**src/rtl/parser_frame_sequencer_pkg.sv**
```systemverilog
// Shared types and constants for the Ethernet/IPv4 frame sequencer.
package parser_frame_sequencer_pkg;

    localparam int unsigned SEQ_DATA_W    = 64;
    localparam int unsigned ETH_HDR_LEN   = 14;
    // Beats that carry any Ethernet header byte (ceil(hdr_bits / data_w)).
    localparam int unsigned ETH_HDR_BEATS = (ETH_HDR_LEN * 8 + SEQ_DATA_W - 1) / SEQ_DATA_W;

    typedef enum logic [1:0] {
        IPV4_OK  = 2'd0,
        NON_IPV4 = 2'd1,
        RUNT     = 2'd2,
        TIMEOUT  = 2'd3
    } frame_status_e;

    typedef enum logic [2:0] {
        IDLE      = 3'd0,
        ETH       = 3'd1,
        WAIT_TYPE = 3'd2,
        REPLAY    = 3'd3,
        IPV4      = 3'd4,
        PAYLOAD   = 3'd5,
        DROP      = 3'd6
    } seq_state_e;

endpackage

```
**src/rtl/parser_frame_sequencer_watchdog.sv**
```systemverilog
// Clearable saturating cycle counter; terminal count flags a missing done pulse.
module parser_frame_sequencer_watchdog #(
    parameter int unsigned TIMEOUT_CYC = 64
) (
    input  logic i_clk,
    input  logic i_rst_n,
    input  logic i_clear,
    input  logic i_en,
    output logic o_tc_c
);

    localparam int unsigned CW = (TIMEOUT_CYC > 1) ? $clog2(TIMEOUT_CYC) : 1;
    localparam logic [CW-1:0] TC_VAL = CW'(TIMEOUT_CYC - 1);

    logic [CW-1:0] r_cnt;

    // Count enabled cycles since the last clear, holding at the terminal value
    always_ff @(posedge i_clk or negedge i_rst_n) begin
        if (!i_rst_n) begin
            r_cnt <= '0;
        end else if (i_clear) begin
            r_cnt <= '0;
        end else if (i_en && (r_cnt != TC_VAL)) begin
            r_cnt <= r_cnt + CW'(1);
        end
    end

    assign o_tc_c = i_en && (r_cnt == TC_VAL);

endmodule

```
**src/rtl/parser_frame_sequencer.sv**
```systemverilog
// Frame-level steering between the Ethernet and IPv4 header parsers:
// feeds the Ethernet parser, holds the boundary beat until EtherType is
// known, replays it to the IPv4 parser, then drains or drops the frame.
module parser_frame_sequencer
    import parser_frame_sequencer_pkg::*;
#(
    parameter int unsigned DATA_W      = SEQ_DATA_W,
    parameter int unsigned ETH_BEATS   = ETH_HDR_BEATS,
    parameter int unsigned TIMEOUT_CYC = 64,
    parameter int unsigned CNT_W       = 32
) (
    input  logic              aclk,
    input  logic              aresetn,
    input  logic [DATA_W-1:0] s_axis_tdata,
    input  logic              s_axis_tvalid,
    input  logic              s_axis_tlast,
    output logic              s_axis_tready,
    output logic              eth_tvalid,
    input  logic              eth_tready,
    input  logic              eth_done,
    input  logic              is_ipv4,
    output logic [DATA_W-1:0] ip_tdata,
    output logic              ip_tvalid,
    output logic              ip_tlast,
    input  logic              ip_tready,
    input  logic              ipv4_done,
    output logic              frame_done,
    output logic [1:0]        frame_status,
    output logic [CNT_W-1:0]  stat_ipv4_cnt,
    output logic [CNT_W-1:0]  stat_drop_cnt,
    output logic              busy
);

    localparam int unsigned BEAT_W = (ETH_BEATS > 1) ? $clog2(ETH_BEATS) : 1;
    localparam logic [BEAT_W-1:0] LAST_ETH_BEAT = BEAT_W'(ETH_BEATS - 1);

    seq_state_e        r_state;
    seq_state_e        w_next_state;
    logic [BEAT_W-1:0] r_beat;
    logic [DATA_W-1:0] r_hold_data;
    logic              r_hold_last;
    frame_status_e     r_drop_status;
    logic              r_frame_done;
    frame_status_e     r_frame_status;
    logic [CNT_W-1:0]  r_ipv4_cnt;
    logic [CNT_W-1:0]  r_drop_cnt;

    logic              w_xfer;
    logic              w_tlast_xfer;
    logic              w_timeout;
    logic              w_wd_en;
    logic              w_state_change;
    logic              w_hold_load;
    logic              w_drop_load;
    frame_status_e     w_drop_status;
    logic              w_fin;
    frame_status_e     w_fin_status;

    assign w_xfer         = s_axis_tvalid && s_axis_tready;
    assign w_tlast_xfer   = w_xfer && s_axis_tlast;
    assign w_state_change = (r_state != w_next_state);

    // Watchdog restarts on every state entry and runs only while a done pulse is awaited
    parser_frame_sequencer_watchdog #(
        .TIMEOUT_CYC (TIMEOUT_CYC)
    ) u_watchdog (
        .i_clk   (aclk),
        .i_rst_n (aresetn),
        .i_clear (w_state_change),
        .i_en    (w_wd_en),
        .o_tc_c  (w_timeout)
    );

    // State register
    always_ff @(posedge aclk or negedge aresetn) begin
        if (!aresetn) begin
            r_state <= IDLE;
        end else begin
            r_state <= w_next_state;
        end
    end

    // Next state plus frame-termination and latch decisions; done pulses win over timeout
    always_comb begin
        w_next_state  = r_state;
        w_hold_load   = 1'b0;
        w_drop_load   = 1'b0;
        w_drop_status = NON_IPV4;
        w_fin         = 1'b0;
        w_fin_status  = IPV4_OK;
        case (r_state)
            IDLE: begin
                if (s_axis_tvalid) begin
                    w_next_state = ETH;
                end
            end
            ETH: begin
                if (w_xfer) begin
                    if (r_beat == LAST_ETH_BEAT) begin
                        w_hold_load  = 1'b1;
                        w_next_state = WAIT_TYPE;
                    end else if (s_axis_tlast) begin
                        w_fin        = 1'b1;
                        w_fin_status = RUNT;
                        w_next_state = IDLE;
                    end
                end
            end
            WAIT_TYPE: begin
                if (eth_done) begin
                    if (is_ipv4) begin
                        if (r_hold_last) begin
                            w_fin        = 1'b1;
                            w_fin_status = RUNT;
                            w_next_state = IDLE;
                        end else begin
                            w_next_state = REPLAY;
                        end
                    end else if (r_hold_last) begin
                        w_fin        = 1'b1;
                        w_fin_status = NON_IPV4;
                        w_next_state = IDLE;
                    end else begin
                        w_drop_load   = 1'b1;
                        w_drop_status = NON_IPV4;
                        w_next_state  = DROP;
                    end
                end else if (w_timeout) begin
                    if (r_hold_last) begin
                        w_fin        = 1'b1;
                        w_fin_status = TIMEOUT;
                        w_next_state = IDLE;
                    end else begin
                        w_drop_load   = 1'b1;
                        w_drop_status = TIMEOUT;
                        w_next_state  = DROP;
                    end
                end
            end
            REPLAY: begin
                if (ip_tready) begin
                    w_next_state = IPV4;
                end
            end
            IPV4: begin
                if (ipv4_done) begin
                    if (w_tlast_xfer) begin
                        w_fin        = 1'b1;
                        w_fin_status = IPV4_OK;
                        w_next_state = IDLE;
                    end else begin
                        w_next_state = PAYLOAD;
                    end
                end else if (w_tlast_xfer) begin
                    w_fin        = 1'b1;
                    w_fin_status = RUNT;
                    w_next_state = IDLE;
                end else if (w_timeout) begin
                    w_drop_load   = 1'b1;
                    w_drop_status = TIMEOUT;
                    w_next_state  = DROP;
                end
            end
            PAYLOAD: begin
                if (w_tlast_xfer) begin
                    w_fin        = 1'b1;
                    w_fin_status = IPV4_OK;
                    w_next_state = IDLE;
                end
            end
            DROP: begin
                if (w_tlast_xfer) begin
                    w_fin        = 1'b1;
                    w_fin_status = r_drop_status;
                    w_next_state = IDLE;
                end
            end
            default: begin
                w_next_state = IDLE;
            end
        endcase
    end

    // Stream steering: which parser sees the beat and whose ready backs the input
    always_comb begin
        s_axis_tready = 1'b0;
        eth_tvalid    = 1'b0;
        ip_tdata      = '0;
        ip_tvalid     = 1'b0;
        ip_tlast      = 1'b0;
        w_wd_en       = 1'b0;
        case (r_state)
            ETH: begin
                eth_tvalid    = s_axis_tvalid;
                s_axis_tready = eth_tready;
            end
            WAIT_TYPE: begin
                w_wd_en = 1'b1;
            end
            REPLAY: begin
                ip_tvalid = 1'b1;
                ip_tdata  = r_hold_data;
            end
            IPV4: begin
                ip_tdata      = s_axis_tdata;
                ip_tvalid     = s_axis_tvalid;
                ip_tlast      = s_axis_tlast;
                s_axis_tready = ip_tready;
                w_wd_en       = 1'b1;
            end
            PAYLOAD, DROP: begin
                s_axis_tready = 1'b1;
            end
            default: begin
            end
        endcase
    end

    // Ethernet beat counter, boundary-beat hold register and drop-status latch
    always_ff @(posedge aclk or negedge aresetn) begin
        if (!aresetn) begin
            r_beat        <= '0;
            r_hold_data   <= '0;
            r_hold_last   <= 1'b0;
            r_drop_status <= IPV4_OK;
        end else begin
            if (r_state == IDLE) begin
                r_beat <= '0;
            end else if ((r_state == ETH) && w_xfer) begin
                r_beat <= r_beat + BEAT_W'(1);
            end
            if (w_hold_load) begin
                r_hold_data <= s_axis_tdata;
                r_hold_last <= s_axis_tlast;
            end
            if (w_drop_load) begin
                r_drop_status <= w_drop_status;
            end
        end
    end

    // Registered per-frame status pulse and wrapping frame statistics
    always_ff @(posedge aclk or negedge aresetn) begin
        if (!aresetn) begin
            r_frame_done   <= 1'b0;
            r_frame_status <= IPV4_OK;
            r_ipv4_cnt     <= '0;
            r_drop_cnt     <= '0;
        end else begin
            r_frame_done <= w_fin;
            if (w_fin) begin
                r_frame_status <= w_fin_status;
                if (w_fin_status == IPV4_OK) begin
                    r_ipv4_cnt <= r_ipv4_cnt + CNT_W'(1);
                end else begin
                    r_drop_cnt <= r_drop_cnt + CNT_W'(1);
                end
            end
        end
    end

    assign frame_done    = r_frame_done;
    assign frame_status  = r_frame_status;
    assign stat_ipv4_cnt = r_ipv4_cnt;
    assign stat_drop_cnt = r_drop_cnt;
    assign busy          = (r_state != IDLE);

endmodule

```
**config.mk**
```make
export PLATFORM = sky130hd
export DESIGN_NAME = parser_frame_sequencer
export DESIGN_NICKNAME = d
export VERILOG_FILES = /design/src/rtl/parser_frame_sequencer_pkg.sv /design/src/rtl/parser_frame_sequencer_watchdog.sv /design/src/rtl/parser_frame_sequencer.sv
export SDC_FILE = /design/constraint.sdc
export NUM_CORES = 1
export LEC_CHECK = 0
export ABC_AREA = 1
export CAP_MARGIN = 15
export CORE_ASPECT_RATIO = 1.2
export CORE_MARGIN = 1
export CORE_UTILIZATION = 45
export CTS_CLUSTER_DIAMETER = 100
export CTS_CLUSTER_SIZE = 10
export DETAILED_ROUTE_END_ITERATION = 10
export PLACE_DENSITY = 0.74
export SLEW_MARGIN = 25
export SYNTH_ARGS = -nofsm -noshare
export SYNTH_HDL_FRONTEND = slang
export SYNTH_SLANG_ARGS = --single-unit
export TNS_END_PERCENT = 100
```
**constraint.sdc**
```tcl
create_clock -name aclk -period 4.3 [get_ports aclk]
set_input_delay 0.43 -clock aclk [delete_from_list [all_inputs] [get_ports aclk]]
set_output_delay 0.43 -clock aclk [all_outputs]
set_load 0.03 [all_outputs]
```
---- Yosys cells after proc, flatten, opt, wreduce, memory -nomap -nowiden ----
Cells that the tools add are included.
word-level totals
  input bits .............................. 73
  flip-flop bits (word level) ............. 144
  logic and storage cells ................. 104
operators by class
  multiplexer cells ....................... 65
  equal/unequal tests ..................... 9
  reductions and logical operators ........ 15
  add/sub/neg operators ................... 4
  bitwise logic cells ..................... 1
operator list
  kind                                                                   count
  64-bit one-hot mux with 2 select lines                                 1
  32-bit by 1-bit adder with 32-bit output, second input constant        2
  3-bit two-way mux                                                      14
  2-bit two-way mux                                                      18
  1-bit two-way mux                                                      23
  3-bit one-hot mux with 6 select lines                                  1
  6-bit two-way mux                                                      2
  3-bit equality test, second input constant                             3
  2-bit one-hot mux with 4 select lines                                  1
  6-bit by 1-bit adder with 6-bit output, second input constant          1
  3-bit by 2-bit equality test with 1-bit output, second input constant  2
  6-bit equality test, second input constant                             1
  6-bit != test, second input constant                                   1
  1-bit one-hot mux with 3 select lines                                  2
  1-bit logical AND                                                      5
  1-bit one-hot mux with 2 select lines                                  2
  2-bit one-hot mux with 2 select lines                                  1
  2-bit AND reduction                                                    2
  2-bit nonzero test                                                     2
  2-bit OR reduction                                                     2
  3-bit by 1-bit equality test with 1-bit output, second input constant  1
  3-bit zero test                                                        1
  3-bit != test                                                          1
  3-bit nonzero test                                                     1
  4 further kinds                                                        4

---- Depth between registers and ports, before layout ----
Gate-level depths: netlist of the first run.
  depth after elaboration ................. 11
  depth in mapped cells ................... 16
  mapped depth without buffers ............ 14

---- By module ----
Synthesis of the first run repeated with hierarchy kept, for this count alone.
second synthesis, totals
  cell total of the unflattened synthesis .. 1133
  area, all modules ....................... 8227.9 µm²
by module, submodules not included
  module                           instances  seq. area each (µm²)  area an instance (µm²)  cells an instance
  parser_frame_sequencer           1          3453.3                7823.8                  1079
  parser_frame_sequencer_watchdog  1          150.1                 404.1                   54

---- Least setup slack after synthesis of the first run ----
Ideal clock, no wire load.
  path type ............................... register to output
  start point ............................. register r_state[2]
  end point ............................... output port ip_tdata[0]
  buffers on the path ..................... 3
  arrival ................................. 1745 ps
  data required time ...................... 3870 ps
  cell stages (with the launch flop) ...... 7
  setup slack ............................. 2125 ps
  cells stage by stage .................... dfrtp_1 buf_6 inv_4 nand3_1 clkbuf_1 clkbuf_1 o21ai_0
between the ends
  longest elaborated chain between the ends .. 2
  elaborated cells between the ends (all ways) .. 3
  classes of those cells .................. eq/ne (2); mux (1)
ends and longest elaborated chain
  element                                                                                       line                           RTL
  start, declared                                                                               parser_frame_sequencer.sv:37   seq_state_e r_state;
  start signal, assigned                                                                        parser_frame_sequencer.sv:79   r_state <= w_next_state;
  3-bit equality test / 3-bit by 2-bit equality test with 1-bit output (equally long branches)  parser_frame_sequencer.sv:192  case (r_state)
  64-bit one-hot mux with 2 select lines *                                                      parser_frame_sequencer.sv:192
  end, declared                                                                                 parser_frame_sequencer.sv:22   output logic [DATA_W-1:0] ip_tdata,
Mark *: on every way between the ends. The rest lies on a longest branch, timed or not.

---- Final worst setup path of the first run ----
  start point ............................. register r_state[0]
  end point ............................... output port ip_tdata[42]
The elaborated chain is that of the path after synthesis.

==> metrics.txt, run 1 <==
Vias=8135; P_leak=approximately 5 nW; Power Total=roughly 7 mW; Worst setup EP type=primary output; worst slew pin tran=0.870 ns; clock root cell=clkbuf_16; Clk pin slew, worst setup/hold paths=approximately 0.070 ns; clk buf depth=2; top cell type's share of synthesized area=42.3%; MaxCap Viol Count=0; setup_tns=0 ns; average footprint of a synthesized cell=between 7 and 8 sq um; GR Overflow Total=0; Worst Path Arrival=~2.8 ns; final clock skew=0.0114 ns; vias in the first global route=7678; first-pass GRT wire length=between 30000 and 40000 um; status=completed; nets=around 1400; synth unique cells=37; f_max=a little over 0.3 GHz; buffer and inverter count on the worst path=2; total CTS buffers=17; Seq/Total Area, Yosys=42.3%; # DRC=0; PortBufs=208; post_cts resized=0; row count=54; GR Util All Layers=between 20% and 30%; peak supply drop=a little under 0.3 mV; Max-slew headroom=a little over two fifths; Final period util=between 70% and 80%; Pre-Repair DR Iteration Count=5; top-count cell post-synth=nand2_1; number of diodes=0; dominant synthesized flop cell=dfrtp_1; chip height=~150 um; setup repair bufs after CTS=0; ratio of cells with drive above 1 in the final layout=9.93%; worst reg2reg path startpoint=r_state[2]; RSZ-0062 raised after global routing=no; metal3 WL=1610 um; HP Class=in2async; Yosys reg bits=between 100 and 150; Finished Core Util=around 62%; Worst R2R End=stat_ipv4_cnt[21]; synth warn=0; minimum clock period=3.25 ns; Slew Viols, Final=0; Initial Utilization=a little under half; I/O pins=209; total wire length=between 20000 and 25000 um; Layout area overhead=33.1%; Fillers=around 1600; CTS Hold Bufs=0; leading area contributor after synthesis=dfrtp_1; EDFF count, synth=0; CP max-delay cell=clkdlybuf4s50_1; number of nets with antenna violations after routing=0; syn_nets=1194; WL/cell=14.8 um; Clock Sinks=about 140; critical path type=reg2out; main area contributors after synthesis=dfrtp_1 42%, nand2_1 11%, o21ai_0 8.0%, inv_1 6.5%, nand3_1 5.4%; R2R setup slack=1.51 ns; Critical Path RT=just under 4 ns; area occupied by multi-input gates=4050 sq um; Mapped Area=~8500 sq um; M1 WL=10100 um; Startpoint Class=register; vias per std cell=5.18; reg2reg path depth=11; DR top layer=met4; sequential cell area=roughly 3600 sq um; full die area=between 15000 and 20000 sq um; post-detail-place hpwl=between 15000 and 20000 um; Die X=~130 um; DRT iter0 DRCs=670; CP max FO=65; GP Congestion=around 0.93; DR WL met2=~11000 um; Core Area=18400 sq um; worst skew pair latency=about 0.42 ns; depth of the CTS H-tree=4; Critical Path Max Stage Delay=roughly 0.74 ns; synthesized netlist cell count=about 1100; CTS tree=done; pwr/cell area=~620 nW/um^2; CP top delay family=buffers and inverters; most frequent cells after synthesis=243 x nand2_1, 148 x inv_1, 144 x dfrtp_1; crit-path cells=nor2_4 > buf_4 > nand3_1 > o21ai_0 > clkdlybuf4s50_1; final setup violation count=0; Hold Violations, Final=0; initial antenna violation count=0; largest net degree at the start of global routing=92; async set or reset register ratio after synthesis=100%
[stage by stage]
| stage | cells | area (sq um) | hold slack (ns) | setup WS [ns] |
|---|---|---|---|---|
| floorplan | 1118 | 8530 | 0.134 | 2.12 |
| global placement | 1539 | 10700 | 0.464 | 1.59 |
| detailed placement | 1539 | 10700 | 0.466 | 1.53 |
| CTS | 1571 | 11400 | 0.125 | 1.07 |
| global route | 1571 | 11400 | 0.168 | 0.881 |
| finish | 1571 | 11400 | 0.0513 | 1.05 |
[layer usage]
| layer | track usage (%) | vias to the layer above |
|---|---|---|
| li1 | - | 3978 |
| met1 | 32.0 | 3830 |
| met2 | 40.8 | 292 |
| met3 | 5.93 | 35 |
| met4 | 8.46 | 0 |
| met5 | 0 | - |
[how the worst max path moves through the flow]
stage,startpoint,endpoint,slack [ns],depth (start not counted)
after CTS,r_state[0],ip_tdata[42],1.07,5
final,r_state[0],ip_tdata[42],1.05,5
after floorplan,r_state[2],ip_tdata[0],2.12,6
after global placement,r_state[2],ip_tvalid,1.59,5
after global routing,r_state[0],ip_tdata[42],0.88,5
after detailed placement,r_state[2],stat_ipv4_cnt[21],1.53,11
[cell type report]
type / instances / share of cell area (%)
well taps: 252 / 2.78
multi-input cells: 769 / 35.6
flip-flops and latches: 144 / 31.8
clock inverters: 14 / 1.59
clock buffers: 18 / 3.87
repair buffers: 219 / 19.2
inverters: 155 / 5.19
[state kept, by name, indices dropped and copies added (netlist names)]
name and cells:
r_hold_data 64, frame_status 2, frame_done 1, r_state 3, u_watchdog.r_cnt 6, r_hold_last 1, r_beat 1, stat_drop_cnt 32
stat_ipv4_cnt 32, r_drop_status 2
[cell usage in the layout, fill, tap and decap left out, types with 2 or more instances in the layout]
cell type,netlist,final
a21oi_1,3,3
buf_4,3,10
bufinv_16,0,3
clkbuf_16,0,17
clkdlybuf4s50_1,0,207
clkinv_4,0,5
clkinvlp_4,0,2
dfrtp_1,144,143
ha_1,3,3
inv_1,148,147
inv_2,4,5
inv_4,3,3
inv_6,0,3
nand2_1,243,243
nand2_2,31,31
nand2_4,2,2
nand3_1,92,91
nand3_2,4,5
nand3_4,3,3
nand3b_1,4,4
nand4_1,17,17
nor2_1,68,68
nor2_2,2,2
nor2_4,2,2
nor3_1,27,27
nor4_1,13,13
o21ai_0,136,136
o21ai_1,22,22
o21ai_2,30,30
xnor2_1,14,14
xor2_1,45,45
[report_power, final]
part | internal, mW | switching (mW)
sequential | 1.84 | 0.485
clock | 0.937 | 0.620
combinational | 1.16 | 1.94
total | 3.94 | 3.05
[cells by family (layout without fill, tap and decap cells)]
kind of cell             Yosys count  after routing  share of synthesized area [%]
multiplexers                       1              1                          0.117
adder cells (fa/ha/maj)            3              3                          0.440
flip-flops                       144            144                           42.3
XOR/XNOR                          59             59                           6.06
AND/OR/NAND/NOR                  511            511                           27.7
buffers and inverters            205            406                           10.3
AO/OA/AOI/OAI                    195            195                           13.0
No activity file was read; power rests on OpenSTA's default activity.
==> run 2: changes to the inputs <==
--- a/config.mk
+++ b/config.mk
@@ -13,7 +13,7 @@
 export CTS_CLUSTER_DIAMETER = 100
 export CTS_CLUSTER_SIZE = 10
 export DETAILED_ROUTE_END_ITERATION = 10
-export PLACE_DENSITY = 0.74
+export PLACE_DENSITY = 0.77
 export SLEW_MARGIN = 25
 export SYNTH_ARGS = -nofsm -noshare
 export SYNTH_HDL_FRONTEND = slang
==> constraint.sdc (replaced) <==
create_clock -name aclk -period 2.9 [get_ports aclk]
set_input_delay 0.29 -clock aclk [delete_from_list [all_inputs] [get_ports aclk]]
set_output_delay 0.29 -clock aclk [all_outputs]
set_load 0.03 [all_outputs]
==> run 2 against run 1 <==
Against the previous run:
- design area rose by 1.0%
- sequential power rose by 47%
- global-route usage did not move
- routed wire length fell by 0.28%
- sequential cell count did not move
- sequential share of layout area fell by 0.31 points
- total power rose by 51%
- register-to-register slack got worse by 1.0 ns
- combinational power rose by 50%
- final cell count barely moved
- non-clock buffer count fell by 1
- largest cell class unchanged
==> metrics.txt, run 2 (synthesis gave the netlist of run 1 again) <==
setup ws final=0.108 ns (was 1.05 ns); DRT iter0 DRCs=435 (was 670); Final period util=between 90% and 100%; MaxCap Viol Count=0 (unchanged); initial antenna violation count=0 (unchanged); most frequent cells in the layout=243 x nand2_1, 203 x clkdlybuf4s50_1, 147 x inv_1 (was 243 x nand2_1, 207 x clkdlybuf4s50_1, 147 x inv_1); final setup violation count=0 (unchanged); met3 global-route usage=7.76% (was 5.93%); Critical Path RT=2.61 ns (was 3.87 ns); final clock skew=0.0131 ns (was 0.0114 ns); Pre-Repair DR Iteration Count=5 (unchanged); Clk pin slew, worst setup/hold paths=0.06 ns (was 0.07 ns); HP Class=in2async (unchanged); depth of the CTS H-tree=4 (unchanged); Layout area overhead=34.5% (was 33.1%); GR Util All Layers=24.9% (unchanged); row count=54 (unchanged); Worst Path Arrival=2.50 ns (was 2.82 ns); number of nets with antenna violations after routing=0 (unchanged); pre-CTS setup slack=0.479 ns (was 1.53 ns); Hold Violations, Final=0 (unchanged); setup_tns=0 ns (unchanged); grt peak-use layer=met2 (unchanged); Core Area=18400 sq um (unchanged); sequential cell area=3610 sq um (was 3600 sq um); vias in the first global route=7847 (was 7678); # DRC=0 (unchanged); worst skew pair latency=0.43 ns (was 0.42 ns); RSZ-0062 raised after global routing=no (unchanged); WL/cell=14.8 um (about the same); total CTS buffers=17 (unchanged); Critical Path Max Stage Delay=0.74 ns (about the same); clock root cell=clkbuf_16 (unchanged); CP max FO=64 (was 65); worst slew pin tran=0.656 ns (was 0.870 ns); post-detail-place hpwl=16700 um (about the same); total wire length=23200 um (about the same); ratio of cells with drive above 1 in the final layout=10.1% (was 9.93%); PortBufs=208 (unchanged); Power Total=10.6 mW (was 6.99 mW); met1 usage=29.3% (was 32.0%); Vias=7940 (was 8135); CTS tree=done (unchanged); Die X=128 um (unchanged); nets=1381 (was 1382); CP max-delay cell=clkdlybuf4s50_1 (unchanged); status=completed (unchanged); Startpoint Class=register (unchanged); Worst setup EP type=primary output (unchanged); minimum clock period=between 2 and 3 ns; GRT met2 Usage=42.4% (was 40.8%); Max-slew headroom=56.3% (was 42.0%); commonest non-fill, non-tap cell in the layout=nand2_1 (unchanged); crit-path cells=nand3_2 > buf_12 > o21ai_0 > clkdlybuf4s50_1 (was nor2_4 > buf_4 > nand3_1 > o21ai_0 > clkdlybuf4s50_1); most flop-heavy register=r_hold_data (unchanged); first-pass GRT wire length=38700 um (was 38600 um); GP Congestion=0.912 (was 0.933); largest net degree at the start of global routing=68 (was 92); max reg flops=64 (unchanged); GR Overflow Total=0 (unchanged); Fillers=1620 (was 1642); critical path type=reg2out (unchanged); area occupied by multi-input gates=4050 sq um (unchanged); I/O pins=209 (unchanged); Initial Utilization=46.4% (unchanged); number of diodes=0 (unchanged); pwr/cell area=920 nW/um^2 (was 615 nW/um^2); vias per std cell=5.06 (was 5.18); f_max=0.358 GHz; P_leak=4.94 nW (was 4.89 nW); clk buf depth=2 (unchanged); Slew Viols, Final=0 (unchanged); Clock Sinks=144 (unchanged); chip height=153 um (unchanged); peak supply drop=0.496 mV (was 0.297 mV); full die area=19500 sq um (unchanged); Finished Core Util=62.4% (was 61.8%)
[run 2: routing by layer]
layer  share of wire, %  up-vias
met5                  0        -
met4                2.1        0
met3                7.8       32
met2                 49      245
met1                 41     3696
li1                   -     3967
[run 2: repair_timing]
action / 4_1_cts / 5_1_grt
endpoints found under the hold margin: 65 / 0
hold buffers: 1 / 0
resized for setup: 0 / 1
setup endpoints to repair: 0 / 8
setup buffers: 0 / 0
[run 2: critical path, delay by kind of cell, from the launching register on]
family                 cells  cell delay, ns
buffers and inverters      2            0.96
flip-flops                 1            0.59
AND/OR/NAND/NOR            1            0.19
AO/OA/AOI/OAI              1            0.31
[run 2: report_power, final]
group          internal (mW)  total (mW)  leakage, nW  switching, mW
combinational           1.77        4.65         2.92           2.88
clock                   1.58        2.48        0.309          0.902
sequential              2.74        3.42         1.71          0.687
total                   6.08        10.6         4.94           4.47
[run 2: area by class of cell]
cell class	count	share of cell area [%]
multi-input combinational	769	35.3
timing repair buffer	218	19.6
tap	252	2.75
inverter	155	5.14
clock buffer	20	3.98
clock inverter	12	1.80
sequential	144	31.4
[run 2: metrics by stage]
step	area, sq um	instances	hold slack, ns
6_report	11500	1570	0.460
3_3_place_gp	10800	1537	0.342
3_5_place_dp	10800	1537	0.354
5_1_grt	11500	1570	0.471
2_1_floorplan	8530	1118	-0.00559
4_1_cts	11500	1570	0.445
[run 2: worst paths after layout]
path,slack [ns],start,cells past startpoint,end
max reg2reg,0.49,r_state[2],10,stat_drop_cnt[19]
max,0.11,r_state[1],4,ip_tdata[18]
min reg2reg,0.47,r_drop_status[0],2,r_drop_status[0]
min in group aclk,0.46,s_axis_tdata[42],3,r_hold_data[42]
max in group asynchronous,1.77,aresetn,3,r_hold_data[44]
min,0.46,aresetn,2,stat_ipv4_cnt[17]
